--- src/rtl/fp_adder_seq.sv ---
// Multi-cycle IEEE-754 single-precision adder.
// Bit-serial align/normalize FSM with valid/ready on both sides.
module fp_adder_seq #(
  parameter int EXP_W = 8,
  parameter int MAN_W = 23
) (
  input  logic                   clk,
  input  logic                   rst_n,
  input  logic                   in_valid,
  output logic                   in_ready,
  input  logic [EXP_W+MAN_W:0]   a,
  input  logic [EXP_W+MAN_W:0]   b,
  output logic                   out_valid,
  input  logic                   out_ready,
  output logic [EXP_W+MAN_W:0]   sum,
  output logic                   exc_ovf,
  output logic                   exc_inv
);

  localparam int W  = EXP_W + MAN_W + 1;
  localparam int XW = MAN_W + 4;
  localparam int EW = EXP_W + 2;
  localparam logic [EXP_W-1:0] EMAX  = '1;
  localparam logic [EW-1:0]    EMAXW = {2'b00, EMAX};
  localparam logic [EXP_W-1:0] DMAX  = EXP_W'(MAN_W + 3);
  localparam logic [W-1:0] QNAN =
    {1'b0, EMAX, 1'b1, {(MAN_W-1){1'b0}}};

  typedef enum logic [2:0] {
    IDLE, UNPACK, ALIGN, ADD, NORM, ROUND, DONE
  } state_t;

  state_t           state;
  logic [W-1:0]     ra, rb;
  logic             sa, sb;
  logic [EW-1:0]    ex;
  logic [EXP_W-1:0] d;
  logic [XW-1:0]    am, bm;
  logic [XW:0]      rm;

  logic [EXP_W-1:0] ea, eb;
  logic [MAN_W-1:0] fa, fb;
  logic             za, zb, ia, ib, na, nb, a_ge;

  always_comb begin
    ea   = ra[W-2:MAN_W];
    eb   = rb[W-2:MAN_W];
    fa   = ra[MAN_W-1:0];
    fb   = rb[MAN_W-1:0];
    za   = (ea == '0);
    zb   = (eb == '0);
    ia   = (ea == EMAX) && (fa == '0);
    ib   = (eb == EMAX) && (fb == '0);
    na   = (ea == EMAX) && (fa != '0);
    nb   = (eb == EMAX) && (fb != '0);
    a_ge = ({ea, fa} >= {eb, fb});
  end

  logic [MAN_W:0]   mant;
  logic             up;
  logic [MAN_W+1:0] m_r;
  logic [EW-1:0]    e_r;
  logic [MAN_W-1:0] frac;

  // Round-to-nearest-even on the G/R/S tail of the normalized sum
  always_comb begin
    mant = rm[XW-1:3];
    up   = rm[2] & (rm[1] | rm[0] | mant[0]);
    m_r  = {1'b0, mant} + {{(MAN_W+1){1'b0}}, up};
    e_r  = ex + {{(EW-1){1'b0}}, m_r[MAN_W+1]};
    frac = m_r[MAN_W+1] ? m_r[MAN_W:1] : m_r[MAN_W-1:0];
  end

  always_ff @(posedge clk or negedge rst_n) begin
    if (!rst_n) begin
      state     <= IDLE;
      in_ready  <= 1'b1;
      out_valid <= 1'b0;
      sum       <= '0;
      exc_ovf   <= 1'b0;
      exc_inv   <= 1'b0;
      ra        <= '0;
      rb        <= '0;
      sa        <= 1'b0;
      sb        <= 1'b0;
      ex        <= '0;
      d         <= '0;
      am        <= '0;
      bm        <= '0;
      rm        <= '0;
    end else begin
      unique case (state)
        IDLE: begin
          if (in_valid && in_ready) begin
            ra       <= a;
            rb       <= b;
            in_ready <= 1'b0;
            exc_ovf  <= 1'b0;
            exc_inv  <= 1'b0;
            state    <= UNPACK;
          end
        end
        UNPACK: begin
          if (na || nb || (ia && ib && (ra[W-1] != rb[W-1]))) begin
            sum       <= QNAN;
            exc_inv   <= 1'b1;
            out_valid <= 1'b1;
            state     <= DONE;
          end else if (ia || ib) begin
            sum       <= ia ? ra : rb;
            out_valid <= 1'b1;
            state     <= DONE;
          end else if (za || zb) begin
            if (za && zb)
              sum <= {ra[W-1] & rb[W-1], {(W-1){1'b0}}};
            else
              sum <= za ? rb : ra;
            out_valid <= 1'b1;
            state     <= DONE;
          end else begin
            if (a_ge) begin
              sa <= ra[W-1];
              sb <= rb[W-1];
              ex <= {2'b00, ea};
              d  <= ea - eb;
              am <= {1'b1, fa, 3'b000};
              bm <= {1'b1, fb, 3'b000};
            end else begin
              sa <= rb[W-1];
              sb <= ra[W-1];
              ex <= {2'b00, eb};
              d  <= eb - ea;
              am <= {1'b1, fb, 3'b000};
              bm <= {1'b1, fa, 3'b000};
            end
            state <= ALIGN;
          end
        end
        ALIGN: begin
          if (d > DMAX) begin
            bm    <= {{(XW-1){1'b0}}, 1'b1};
            d     <= '0;
            state <= ADD;
          end else if (d == '0) begin
            state <= ADD;
          end else begin
            bm <= {1'b0, bm[XW-1:2], bm[1] | bm[0]};
            d  <= d - 1'b1;
            if (d == EXP_W'(1))
              state <= ADD;
          end
        end
        ADD: begin
          if (sa == sb)
            rm <= {1'b0, am} + {1'b0, bm};
          else
            rm <= {1'b0, am - bm};
          state <= NORM;
        end
        NORM: begin
          if (rm[XW]) begin
            rm    <= {1'b0, rm[XW:2], rm[1] | rm[0]};
            ex    <= ex + 1'b1;
            state <= ROUND;
          end else if (rm == '0) begin
            sum       <= '0;
            out_valid <= 1'b1;
            state     <= DONE;
          end else if (rm[XW-1]) begin
            state <= ROUND;
          end else if (ex <= EW'(1)) begin
            sum       <= {sa, {(W-1){1'b0}}};
            out_valid <= 1'b1;
            state     <= DONE;
          end else begin
            rm <= {rm[XW-1:0], 1'b0};
            ex <= ex - 1'b1;
          end
        end
        ROUND: begin
          if (e_r >= EMAXW) begin
            sum     <= {sa, EMAX, {MAN_W{1'b0}}};
            exc_ovf <= 1'b1;
          end else begin
            sum <= {sa, e_r[EXP_W-1:0], frac};
          end
          out_valid <= 1'b1;
          state     <= DONE;
        end
        DONE: begin
          if (out_ready) begin
            out_valid <= 1'b0;
            in_ready  <= 1'b1;
            state     <= IDLE;
          end
        end
        default: state <= IDLE;
      endcase
    end
  end

endmodule

--- config.mk ---
export PLATFORM = sky130hd
export DESIGN_NAME = fp_adder_seq
export DESIGN_NICKNAME = d
export VERILOG_FILES = /design/src/rtl/fp_adder_seq.sv
export SDC_FILE = /design/constraint.sdc
export NUM_CORES = 1
export LEC_CHECK = 0
export BUFFER_PORTS_ARGS = -buffer_cell sky130_fd_sc_hd__buf_2
export CAP_MARGIN = 15
export CELL_PAD_IN_SITES_DETAIL_PLACEMENT = 1
export CELL_PAD_IN_SITES_GLOBAL_PLACEMENT = 1
export CORE_MARGIN = 1.5
export CORE_UTILIZATION = 40
export DETAILED_ROUTE_END_ITERATION = 7
export PLACE_DENSITY_LB_ADDON = 0.25
export REMOVE_ABC_BUFFERS = 1
export SETUP_SLACK_MARGIN = 0.05
export SLEW_MARGIN = 0
export SYNTH_ARGS = -nofsm -noshare
export SYNTH_HDL_FRONTEND = slang
export SYNTH_SLANG_ARGS = --single-unit
--- constraint.sdc ---
create_clock -name clk -period 12.5 [get_ports clk]
set_input_delay 3.125 -clock clk [delete_from_list [all_inputs] [get_ports clk]]
set_output_delay 3.125 -clock clk [all_outputs]
set_load 0.03 [all_outputs]
# Word-level counts from Yosys, hierarchy flattened
# Index checks and enable logic that the tools add are counted.
# classes
n_addsub	9
magnitude_cmp	4
eq_ne	28
muxes	74
bitwise	8
reduce_logical	41
# ops
operator	n
$mux 32	10
$mux 27	9
$pmux 32 s3	1
$mux 10	7
$mux 8	7
$pmux 28 s2	1
$pmux 27 s2	1
$mux 26	2
$logic_not 23->1	2
$reduce_bool 23->1	2
$mux 3	12
$ge 31x31->1	1
$mux 31	1
$add 27x27->28	1
$logic_not 28->1	1
$mux 28	1
$sub 27x27->27	1
$add 24x1->25	1
$logic_not 8->1	3
$mux 23	1
$pmux 3 s7	1
$pmux 10 s2	1
$ne 3x3->1 const B	6
$eq 8x8->1 const B	2
other kinds (36)	89
# word_totals
register_bits	205
wordCells	181

# Logic depth before layout (Yosys ltp)
# Gate-level depths: netlist (run 1).
# logic_depth
word_depth	8
depth_mapped	18
depth_no_buf	18

# Worst setup path after synthesis (run 1)
# OpenSTA, ideal clock, no wires.
# synth_timing
kind	in2reg
startpoint	input port in_valid
endpoint	register ra[10]
setup_time_ns	0.125
arrival_ns	4.387
required_ns	12.375
setup_slack_ns	7.988
cell_stages	4
n_path_buf	1
path_cell_list	nand2_1 > nor4_1 > clkbuf_1 > mux2_2
# synth_between
elab_chain_cells	2
# synth_rtl
element	line	text
start: declaration	9	input logic in_valid,
$logic_and 1x1->1	94	if (in_valid && in_ready) begin
$reduce_and 2->1 (no source line)	-	
end signal: assignment	82	ra <= '0;
end signal: assignment	95	ra <= a;
end: declaration	34	logic [W-1:0] ra, rb;
# Every way passes these cells.
# A chain may end at the register's enable or synchronous reset.

# Worst setup path after layout (run 1)
# layout_timing
startpoint	register rm[3]
endpoint	register sum[5]
# layout_between
elab_chain_cells	7
word_cells_on_any_way	14
cone_classes	add/sub (2); order compare (1); eq/ne (2); mux (5); bitwise (2); reduce/logical (2)
# layout_rtl
element	line	text
start: declaration	39	logic [XW:0] rm;
start signal: assignment	155	rm <= {1'b0, am} + {1'b0, bm};
start signal: assignment	157	rm <= {1'b0, am - bm};
start signal: assignment	162	rm <= {1'b0, rm[XW:2], rm[1] | rm[0]};
$or 1x1->1	68	up = rm[2] & (rm[1] | rm[0] | mant[0]);
$and 1x1->1	68	
$add 24x1->25	69	m_r = {1'b0, mant} + {{(MAN_W+1){1'b0}}, up};
$add 10x1->10	70	e_r = ex + {{(EW-1){1'b0}}, m_r[MAN_W+1]};
$ge 10x8->1	181	if (e_r >= EMAXW) begin
$mux 31	181	
$pmux 32 s3	92	unique case (state)
end signal: assignment	110	sum <= ia ? ra : rb;
end signal: assignment	182	sum <= {sa, EMAX, {MAN_W{1'b0}}};
end signal: assignment	185	sum <= {sa, e_r[EXP_W-1:0], frac};
end: declaration	15	output logic [EXP_W+MAN_W:0] sum,
# Parallel ways exist; a longest one is shown, timed or not. The select of a mux whose other input is x is not followed.

==> reports/summary.txt, run 1 <==
Antenna violations before repair -> 1
Setup bufs post-CTS -> 0
Drt pass-1 iters -> 6
Ys async rst share -> 100.0%
Slew HR -> 22.12%
Hold Vio Cnt, Final -> 0
Post-synth EDFFs -> 0
FF-to-FF End -> sum[5]
Internal -> 2631 µW
DR iter-0 viols -> 1167
Final Max Tran Viols -> 0
Setup CP Type -> reg2reg
R2R depth -> 17
First-pass GRT wire length -> 81.74 mm
Gr ovfl total -> 0
Switching share of power -> 52.23%
Period utilization -> 42.77%
WL per Instance -> 22.49 µm
CTS tree -> built
P per Cell Area -> 335.5 nW/µm²
I/O Buffers -> 103
Cells after synthesis -> 1802
Cell family with most CP delay -> simple AND/OR/NAND/NOR gates
Area of the mapped netlist -> 14820 µm²
Chip width -> 195.5 µm
Switching power -> 2876 µW
Setup TNS -> 0 ps
CP startpoint kind -> flip-flop
Crit path time final -> 5347 ps
Critical Path Slowest Stage Cell -> nor2_1
Post-CTS sizing -> 0
Seq/Total Area, Yosys -> 34.11%
Fmax -> 187.0 MHz
Share of power burned in registers -> 26.9%
Leakage -> 0.007292 µW
Reg-to-Reg Start -> rm[3]
Crit-path cells -> and2_1, ha_1, and3_1, and4_1, inv_1, nor3_1, nor3b_2, ha_1, ha_1, and4_1, nor2b_1, a31oi_1, a31oi_1, nand3_1, nor2_1, a21oi_1, a21oi_1
Initial Utilization -> 40.59%
Number of global-route vias before repair -> 14274
Max stage delay on crit path -> 610 ps
Antenna cells -> 0
# IOs -> 104
Vias/cell -> 6.107
Ys flop type -> dfrtp_1
DPL Wire Length -> 38.62 mm
CP bufs+invs -> 1
GRT Total Usage -> 27.15%
Die ar. -> 38220 µm²
Synth Warn # -> 0
Largest net degree at the start of global routing -> 106
Hold slack -> 476.7 ps
Min-delay worst type -> reg2reg
Register Area -> 5056 µm²
H-tree depth -> 1
Critical Path Fanout Max -> 9
Part of the power in the clock network -> 13.1%
Average size of a mapped cell -> 8.226 µm²
Peak VDD IR -> 166.4 µV
CP arrival -> 5800 ps
ANT nets after route -> 0
CTS Buffer Depth -> 3
Critical Path Most Common Cell -> ha_1
Area grow syn2layout -> 10.75%
Hold Path Origin -> am[26]
Clock slew at reported path FFs -> 70 ps
Max cap viols -> 0
Final setup fails -> 0
# hold bufs at CTS -> 0
Final net count -> 1999
RSZ-0062 raised after global routing -> no
Count of cell types in the netlist -> 90
DRC -> 0
Clock skew -> 10.91 ps
Vias -> 14131
Share of post-route cells with drive strength above 1 -> 12.51%
Final design utilization -> 44.95%
Area of the multi-input gates -> 8891 µm²
Reg2Reg Setup Slack -> 7150 ps
Post-synthesis register bit count -> 202
Worst-Skew Late Latency -> 530 ps
Die Ht -> 195.5 µm
Worst Setup End Kind -> flip-flop
Gate power share -> 60.0%
DRT Wirelength -> 52.04 mm
Num CTS Buffers -> 25
Clk sinks -> 202
Hold Crit Endpoint -> am[26]
GPL Wtd Cong -> 0.8456
Rows -> 70
Worst EP required -> 12950 ps
Hold path cells -> 1
Status -> completed
Filler cell count -> 4350
Worst Tran Pin Value -> 1168 ps
Placeable Area -> 36520 µm²
CTS root buffer -> clkbuf_16
-- cell usage in the layout (no fill, tap or decap), types with 9 or more instances in the layout --
cell type	Yosys	layout
nand2b_1	13	13
o21bai_1	10	10
o221ai_1	28	28
a21o_1	14	14
o21ai_1	45	45
nand4_1	17	17
nand2_1	221	220
nand3_1	55	55
nor3_1	39	38
inv_1	106	106
nor2_1	139	138
a21oi_1	170	170
xnor2_1	36	35
mux2i_1	52	52
dfrtp_1	201	201
o21a_1	11	11
a221oi_1	9	9
o31ai_1	12	12
a222oi_1	15	15
a31oi_1	48	48
o21ai_0	105	105
clkbuf_16	0	25
buf_2	22	102
buf_4	4	20
clkbuf_8	0	9
mux2_2	27	27
nor4_1	29	28
ha_1	97	97
xor2_1	15	14
a211oi_1	15	15
nor2b_1	13	12
-- stage by stage --
| step | area, µm² | setup WS, ps | instances | power [µW] |
|---|---|---|---|---|
| after global placement | 15610 | 7015 | 2272 | 4606 |
| after global routing | 16420 | 6646 | 2314 | 5929 |
| after floorplan | 14300 | 1184 | 1681 | 3627 |
| after CTS | 16420 | 7171 | 2314 | 5481 |
| final | 16420 | 7153 | 2314 | 5507 |
| after detailed placement | 15610 | 6981 | 2272 | 4728 |
-- power by group through the flow --
stage | Combinational, µW | Clock, µW | Sequential (µW)
4_1_cts | 3280 | 737 | 1470
2_1_floorplan | 2260 | 0 | 1370
3_5_place_dp | 3250 | 0 | 1470
3_3_place_gp | 3150 | 0 | 1450
5_1_grt | 3640 | 764 | 1520
6_report | 3300 | 724 | 1480
-- cell usage after synthesis (8+ instances only) --
master | n | area [µm²]
mux2_2 | 27 | 304.0
nand2b_1 | 13 | 81.33
a211oi_1 | 15 | 112.6
inv_1 | 106 | 397.9
ha_1 | 97 | 1214
a222oi_1 | 15 | 150.1
nand2_1 | 221 | 829.6
a21oi_1 | 170 | 850.8
o21ai_1 | 45 | 225.2
xor2_1 | 15 | 131.4
o21ai_0 | 105 | 525.5
o221ai_1 | 28 | 245.2
dfrtp_1 | 201 | 5030
nand4_1 | 17 | 106.4
nor2b_1 | 13 | 81.33
a31oi_1 | 48 | 300.3
o31ai_1 | 12 | 90.09
or3_1 | 8 | 50.05
nor2_1 | 139 | 521.8
nor4_1 | 29 | 181.4
xnor2_1 | 36 | 315.3
nor3_1 | 39 | 195.2
o21a_1 | 11 | 82.58
buf_2 | 22 | 110.1
mux2i_1 | 52 | 520.5
a21o_1 | 14 | 105.1
clkbuf_1 | 87 | 326.6
nand3_1 | 55 | 275.3
a221oi_1 | 9 | 78.83
o21bai_1 | 10 | 75.07
-- logic make-up (layout without fill, tap and decap cells) --
kind of cell	Yosys count	after routing	share of synthesized area, %
compound gates	552	552	23.66
xor+xnor	51	51	3.013
fa+ha+maj	100	100	8.593
buf+inv	229	273	6.238
flops	202	202	34.11
mux	81	81	5.715
simple gates	587	587	18.67
-- per-layer routing --
| layer | up-vias | GRT usage (%) | part of all wire, % |
|---|---|---|---|
| met1 | 7123 | 40.05 | 47 |
| met3 | 57 | 2.988 | 5.5 |
| met2 | 391 | 42.09 | 45 |
| met4 | 0 | 7.264 | 2.4 |
| li1 | 6560 | - | - |
| met5 | - | 0 | 0 |
-- worst reg2reg max path, stage by stage (launching register included) --
cell,delay [ps]
dfrtp_1,440
and2_1,210
ha_1,190
and3_1,220
and4_1,280
inv_1,70
nor3_1,440
nor3b_2,520
ha_1,300
ha_1,240
and4_1,280
nor2b_1,190
a31oi_1,240
a31oi_1,450
nand3_1,250
nor2_1,610
a21oi_1,140
a21oi_1,200
-- state kept, by name (all words and copies together), names as in the netlist --
register   count
state          3
ra            32
ex            10
in_ready       1
d              8
sum           32
bm            27
sa             1
rb            32
am            24
rm            28
out_valid      1
exc_ovf        1
exc_inv        1
sb             1
-- how the worst max path moves through the flow --
stage                         from     end  cells after the start
after global routing         rm[3]  sum[1]                     17
after detailed placement     rst_n  sum[0]                      3
after CTS                    rm[3]  sum[5]                     17
after floorplan           in_valid  ra[10]                      3
after global placement       rst_n  bm[13]                      3
final                        rm[3]  sum[5]                     17
-- cell type report --
class	instances	share of cell area, %
Clock buffer	36	4.550
Sequential cell	202	30.80
Clock inverter	6	0.3506
Timing Repair Buffer	123	4.108
Tap cell	468	3.567
Inverter	108	2.469
Multi-Input combinational cell	1371	54.16
Note: power is estimated with default switching activity, not from simulation.
==> run 2: changes to the inputs <==
==> constraint.sdc (replaced) <==
create_clock -name clk -period 4.3 [get_ports clk]
set_input_delay 1.075 -clock clk [delete_from_list [all_inputs] [get_ports clk]]
set_output_delay 1.075 -clock clk [all_outputs]
set_load 0.03 [all_outputs]
==> run 2 against run 1 <==
  * Wire length increased by 3.6%
  * Setup slack got worse by 6800 ps
  * Cell area increased by 2.6%
  * Highest routed layer is now met5
  * Power increased to 3.0 times the previous value
  * Utilization increased by 1.2 points
  * Largest power group unchanged
  * Critical path type unchanged
  * Sequential power increased to 2.8 times the previous value
  * Hold slack got worse by 1.2 ps
  * Global-route usage increased by 0.72 points
  * First-iteration DRC count decreased by 15%
  * Maximum frequency increased by 35%
==> reports/summary.txt, run 2 (same netlist as run 1, synthesis figures left out) <==
Status -> completed
ANT nets after route -> 0 (unchanged)
Final net count -> 2034 (+1.8%)
Num CTS Buffers -> 25 (unchanged)
GRT Total Usage -> 27.87% (+0.72 points)
Max cap viols -> 0 (unchanged)
Peak VDD IR -> 523.3 µV (+210%)
Post-route cell area -> 16840 µm² (+2.6%)
DPL Wire Length -> 40.63 mm (+5.2%)
Hold Vio Cnt, Final -> 0 (unchanged)
CTS tree -> built
Share of power burned in registers -> 25.0% (-1.9 points)
GPL Wtd Cong -> 0.9368 (+11%)
Antenna cells -> 0 (unchanged)
R2R depth -> 19 (+2)
Internal -> 7975 µW (+200%)
Slew HR -> 31.70% (+9.6 points)
Crit path time final -> 3969 ps (-1378 ps)
Fmax -> 251.9 MHz (+35%)
Reg2Reg Setup Slack -> 330 ps (-6820 ps)
Highest-count cells in the layout ignoring fill and taps -> 220 x nand2_1, 201 x dfrtp_1, 170 x a21oi_1
Gate power share -> 61.5% (+1.5 points)
Placeable Area -> 36520 µm² (unchanged)
CP startpoint kind -> flip-flop
WL per Instance -> 22.90 µm (+1.8%)
Worst-Skew Late Latency -> 560 ps (+30 ps)
Commonest non-fill, non-tap cell in the layout -> nand2_1
CTS Buffer Depth -> 3 (unchanged)
Die Ht -> 195.5 µm (unchanged)
DRC -> 0 (unchanged)
Setup CP Type -> reg2reg
RSZ-0062 raised after global routing -> no
First-pass GRT wire length -> 83.59 mm (+2.3%)
Hold path cells -> 1 (unchanged)
Area grow syn2layout -> 13.61%
I/O Buffers -> 103 (unchanged)
Die ar. -> 38220 µm² (unchanged)
Critical Path Fanout Max -> 9 (unchanged)
Initial Utilization -> 40.59% (unchanged)
DP Area -> 15910 µm² (+1.9%)
H-tree depth -> 1 (unchanged)
Worst EP required -> 4780 ps (-8170 ps)
Switching share of power -> 51.90% (-0.33 points)
Worst Tran Pin Value -> 1020 ps (-148.7 ps)
Vias/cell -> 6.075 (-0.52%)
Max stage delay on crit path -> 350 ps (-260 ps)
Final design utilization -> 46.11% (+1.2 points)
Vias -> 14294 (+1.2%)
Leakage -> 0.007537 µW (+3.4%)
Drt pass-1 iters -> 6 (unchanged)
# IOs -> 104 (unchanged)
Worst Setup End Kind -> flip-flop
Hold Crit Endpoint -> am[26]
Critical Path Slowest Stage Cell -> dfrtp_1
CP arrival -> 4450 ps (-1350 ps)
Clock slew at reported path FFs -> 60 ps (about the same)
CTS root buffer -> clkbuf_16
DR iter-0 viols -> 991 (-15%)
Final Max Tran Viols -> 0 (unchanged)
Rows -> 70 (unchanged)
Clock skew -> 24.98 ps (+14.07 ps)
FF-to-FF End -> sum[9]
P per Cell Area -> 984.5 nW/µm² (+190%)
Share of post-route cells with drive strength above 1 -> 14.75% (+2.2 points)
Min-delay worst type -> reg2reg
Number of global-route vias before repair -> 14379 (+0.74%)
Top flop regs -> ra x32, rb x32, sum x32
Part of the power in the clock network -> 13.5% (+0.4 points)
Period utilization -> 92.30% (+50 points)
Antenna violations before repair -> 1 (unchanged)
DRT Wirelength -> 53.89 mm (+3.6%)
Reg-to-Reg Start -> rm[3]
Chip width -> 195.5 µm (unchanged)
Final setup fails -> 0 (unchanged)
Hold Path Origin -> am[26]
Clk sinks -> 202 (unchanged)
Largest net degree at the start of global routing -> 106 (unchanged)
Gr ovfl total -> 0 (unchanged)
Critical Path Most Common Cell -> ha_2
Crit-path cells -> and2_4, ha_2, and3_4, and4_2, inv_1, nor3_4, nor3b_4, ha_2, ha_2, and4_2, o21ai_0, a32o_1, a31oi_1, buf_4, nand3_2, nor2_2, buf_6, a21oi_1, a21oi_1
Switching power -> 8604 µW (+200%)
run 2: worst max-delay path: cells and delay by family, from the launching register on:
family | cells | cell delay (ps)
compound gates | 5 | 790
fa+ha+maj | 3 | 660
buf+inv | 3 | 430
flops | 1 | 350
simple gates | 8 | 1660
run 2: worst max-delay path by stage:
stage	from	endpoint	slack, ps	cells after the start
floorplan	in_valid	ra[10]	-4970	3
global placement	rm[3]	sum[16]	90	18
detailed placement	rm[3]	sum[16]	-150	18
CTS	rm[3]	sum[9]	70	19
global route	rm[3]	sum[17]	100	19
finish	rm[3]	sum[9]	330	19
run 2: metal layers:
| layer | vias to the layer above | share of wire, % | GRT usage, % |
|---|---|---|---|
| li1 | 6631 | - | - |
| met1 | 7216 | 48 | 40.42 |
| met2 | 382 | 45 | 44.19 |
| met3 | 63 | 5.2 | 3.420 |
| met4 | 2 | 2.2 | 6.517 |
| met5 | - | 0.035 | 0 |
run 2: repair_timing:
item                                    CTS  global route
endpoints found under the hold margin     0             0
endpoints found under the setup margin   23            24
cloned                                    0             1
buffers inserted                          1             0
hold buffers                              0             0
pin swaps                                 0             3
gates resized for setup                   4            11
run 2: power groups by stage:
stage | clock, µW | sequential, µW | combinational, µW
floorplan | 0 | 3970 | 6570
global placement | 0 | 4090 | 9700
detailed placement | 0 | 4130 | 9990
CTS | 2280 | 4120 | 10100
global route | 2350 | 4260 | 11100
finish | 2230 | 4150 | 10200
run 2: per-stage QoR:
stage          setup TNS [ps]  total power (µW)  instances  worst slack [ps]  hold WS (ps)
2_1_floorplan         -314000             10540       1681             -4966         441.3
6_report                    0             16580       2353             330.9         475.5
4_1_cts                     0             16490       2352             67.77         477.1
5_1_grt                     0             17720       2353             98.79         495.6
3_3_place_gp                0             13790       2305             93.51         459.1
3_5_place_dp            -1255             14120       2305            -148.8         459.0
run 2: final cells by class:
| type | count | area (µm²) |
|---|---|---|
| Fill cell | 4369 | 19680 |
| Multi-Input combinational cell | 1372 | 8952 |
| Sequential cell | 202 | 5056 |
| Timing Repair Buffer | 157 | 983.4 |
| Clock buffer | 36 | 716.9 |
| Tap cell | 468 | 585.6 |
| Inverter | 108 | 405.4 |
| Clock inverter | 10 | 140.1 |
==> run 3: changes to the inputs <==
--- a/config.mk
+++ b/config.mk
@@ -7,8 +7,6 @@
 export LEC_CHECK = 0
 export BUFFER_PORTS_ARGS = -buffer_cell sky130_fd_sc_hd__buf_2
 export CAP_MARGIN = 15
-export CELL_PAD_IN_SITES_DETAIL_PLACEMENT = 1
-export CELL_PAD_IN_SITES_GLOBAL_PLACEMENT = 1
 export CORE_MARGIN = 1.5
 export CORE_UTILIZATION = 40
 export DETAILED_ROUTE_END_ITERATION = 7
==> run 3 against run 2 <==
  * Via count fell by 2.6%
  * Clock skew is 13 ps lower
  * Combinational power fell by 4%
  * Register-to-register slack got worse by 40 ps
  * Sequential power about the same
  * Clock power shrank 3%
==> reports/summary.txt, run 3 (same netlist as run 1, synthesis figures left out) <==
P per Cell Area -> 959.6 nW/µm² (-2.5%)
Critical Path Fanout Max -> 8 (-1)
Worst Tran Pin Value -> 767.9 ps (-251.7 ps)
Critical Path Slowest Stage Cell -> dfrtp_1
CTS root buffer -> clkbuf_16
Top sig layer -> met4
CP Capture Point -> sum[6]
Hold Vio Cnt, Final -> 0 (unchanged)
DPL Wire Length -> 36.53 mm (-10%)
Status -> completed
Reg-to-Reg Start -> rm[2]
# hold bufs at CTS -> 0 (unchanged)
Highest-count cells in the layout ignoring fill and taps -> 220 x nand2_1, 201 x dfrtp_1, 170 x a21oi_1
DRC -> 0 (unchanged)
Commonest non-fill, non-tap cell in the layout -> nand2_1
Hold slack -> 489.0 ps (+13.44 ps)
Clock skew -> 11.78 ps (-13.20 ps)
Crit path time final -> 4011 ps (+42.18 ps)
Worst-Skew Late Latency -> 540 ps (-20 ps)
First-pass GRT wire length -> 75.99 mm (-9.1%)
Num CTS Buffers -> 24 (-4.0%)
GPL Wtd Cong -> 0.9160 (-2.2%)
Vias/cell -> 5.934 (-2.3%)
Switching share of power -> 50.86% (-1.0 points)
Initial Utilization -> 40.59% (unchanged)
Share of post-route cells with drive strength above 1 -> 14.06% (-0.69 points)
# IOs -> 104 (unchanged)
Area grow syn2layout -> 12.99%
Fmax -> 249.3 MHz (-1.1%)
GRT Total Usage -> 25.14% (-2.7 points)
CP startpoint kind -> flip-flop
DRT Wirelength -> 48.31 mm (-10%)
Die Ht -> 195.5 µm (unchanged)
Share of power burned in registers -> 25.7% (+0.7 points)
Reg2Reg Setup Slack -> 290 ps (-40 ps)
Vias -> 13921 (-2.6%)
CTS tree -> built
Critical Path Start -> rm[2]
Setup CP Type -> reg2reg
Clock slew at reported path FFs -> 60 ps (about the same)
Worst EP required -> 4750 ps (-30 ps)
Gr ovfl total -> 0 (unchanged)
Crit-path cells -> and2_1, ha_1, and3_4, and4_2, inv_1, nor3_4, nor3b_4, ha_2, ha_1, and4_2, o21ai_0, a32o_1, a31oi_2, nand3_1, a21oi_2, buf_12, a21oi_1, a21oi_1
WL per Instance -> 20.59 µm (-10%)
Antenna cells -> 0 (unchanged)
Post-Place Cells -> 2304 (-0.043%)
Leakage -> 0.007498 µW (-0.53%)
Final Max Tran Viols -> 0 (unchanged)
Drt pass-1 iters -> 6 (unchanged)
Worst Setup End Kind -> flip-flop
Internal -> 7898 µW (-0.97%)
Min-delay worst type -> reg2reg
Antenna violations before repair -> 0 (-1)
I/O Buffers -> 103 (unchanged)
Top flop regs -> ra x32, rb x32, sum x32
Final net count -> 2030 (-0.20%)
ANT nets after route -> 0 (unchanged)
Part of the power in the clock network -> 13.5% (about the same)
H-tree depth -> 1 (unchanged)
Switching power -> 8175 µW (-5.0%)
Max stage delay on crit path -> 400 ps (+50 ps)
Peak VDD IR -> 443.5 µV (-15%)
Finished Layout Cells -> 2346 (-0.30%)
FF-to-FF End -> sum[6]
Max cap viols -> 0 (unchanged)
Slew HR -> 48.81% (+17 points)
CP arrival -> 4460 ps (about the same)
Chip width -> 195.5 µm (unchanged)
R2R depth -> 18 (-1)
Gate power share -> 60.8% (-0.7 points)
Die ar. -> 38220 µm² (unchanged)
Routed met2 length -> 21.21 mm (-13%)
Metal-1 WL -> 23.30 mm (-9.1%)
Number of global-route vias before repair -> 13123 (-8.7%)
Met3 Wirelength -> 2.666 mm (-4.4%)
Clk sinks -> 202 (unchanged)
Final setup fails -> 0 (unchanged)
RSZ-0062 raised after global routing -> no
CTS Buffer Depth -> 3 (unchanged)
Period utilization -> 93.29% (+0.98 points)
Placeable Area -> 36520 µm² (unchanged)
Largest net degree at the start of global routing -> 106 (unchanged)
Rows -> 70 (unchanged)
DR iter-0 viols -> 1418 (+43%)
## run 3: cell types whose count changed in the layout (fill, tap and decap cells not counted), sizes merged
cell / previous run / this run
a21oi: 175 / 174
bufinv: 3 / 4
inv: 108 / 107
clkbuf: 37 / 35
clkinv: 7 / 5
buf: 156 / 154
## run 3: worst min-delay path by stage
stage / startpoint / endpoint / slack (ps) / cells after the start
after floorplan: am[26] / am[26] / 440 / 1
after global placement: am[26] / am[26] / 460 / 1
after detailed placement: am[26] / am[26] / 470 / 1
after CTS: am[26] / am[26] / 490 / 1
after global routing: sum[24] / sum[24] / 530 / 1
final: am[26] / am[26] / 490 / 1
## run 3: cell type report
class                           count  area [µm²]
Clock buffer                       34       679.4
Clock inverter                      8       140.1
Fill cell                        3538       19770
Inverter                          108       405.4
Multi-Input combinational cell   1371        8917
Sequential cell                   202        5056
Tap cell                          468       585.6
Timing Repair Buffer              155       964.7
## run 3: through the flow
stage	setup WS, ps	cell area [µm²]	utilization, %	setup TNS [ps]	power, µW
finish	288.7	16750	45.86	0	16070
global route	40.64	16750	45.86	0	17260
CTS	55.38	16710	45.77	0	15950
detailed placement	91.88	15900	43.52	0	13730
global placement	177.5	15900	43.52	0	13590
floorplan	-4966	14300	-	-314000	10540
## run 3: repair_timing
action                                  4_1_cts  5_1_grt
setup buffers                                 0        0
resized for setup                             0        8
endpoints found under the setup margin        0       25
## run 3: worst max-delay path: cells and delay by family, from the launching register on
family          cells  cell delay [ps]
simple gates        7             1660
fa+ha+maj           3              610
compound gates      6             1020
flops               1              400
buf+inv             2              250
## run 3: routing by layer
metal  vias up  global-route usage (%)
met5         -                       0
met4         0                   6.632
met3        66                   2.038
met2       479                   38.94
met1      6752                   37.59
li1       6624                       -
## run 3: power groups by stage
stage,Sequential (µW),Combinational (µW),Clock [µW]
floorplan,3970,6570,0
global placement,4080,9510,0
detailed placement,4100,9630,0
CTS,4080,9670,2200
global route,4240,10800,2260
finish,4130,9770,2170
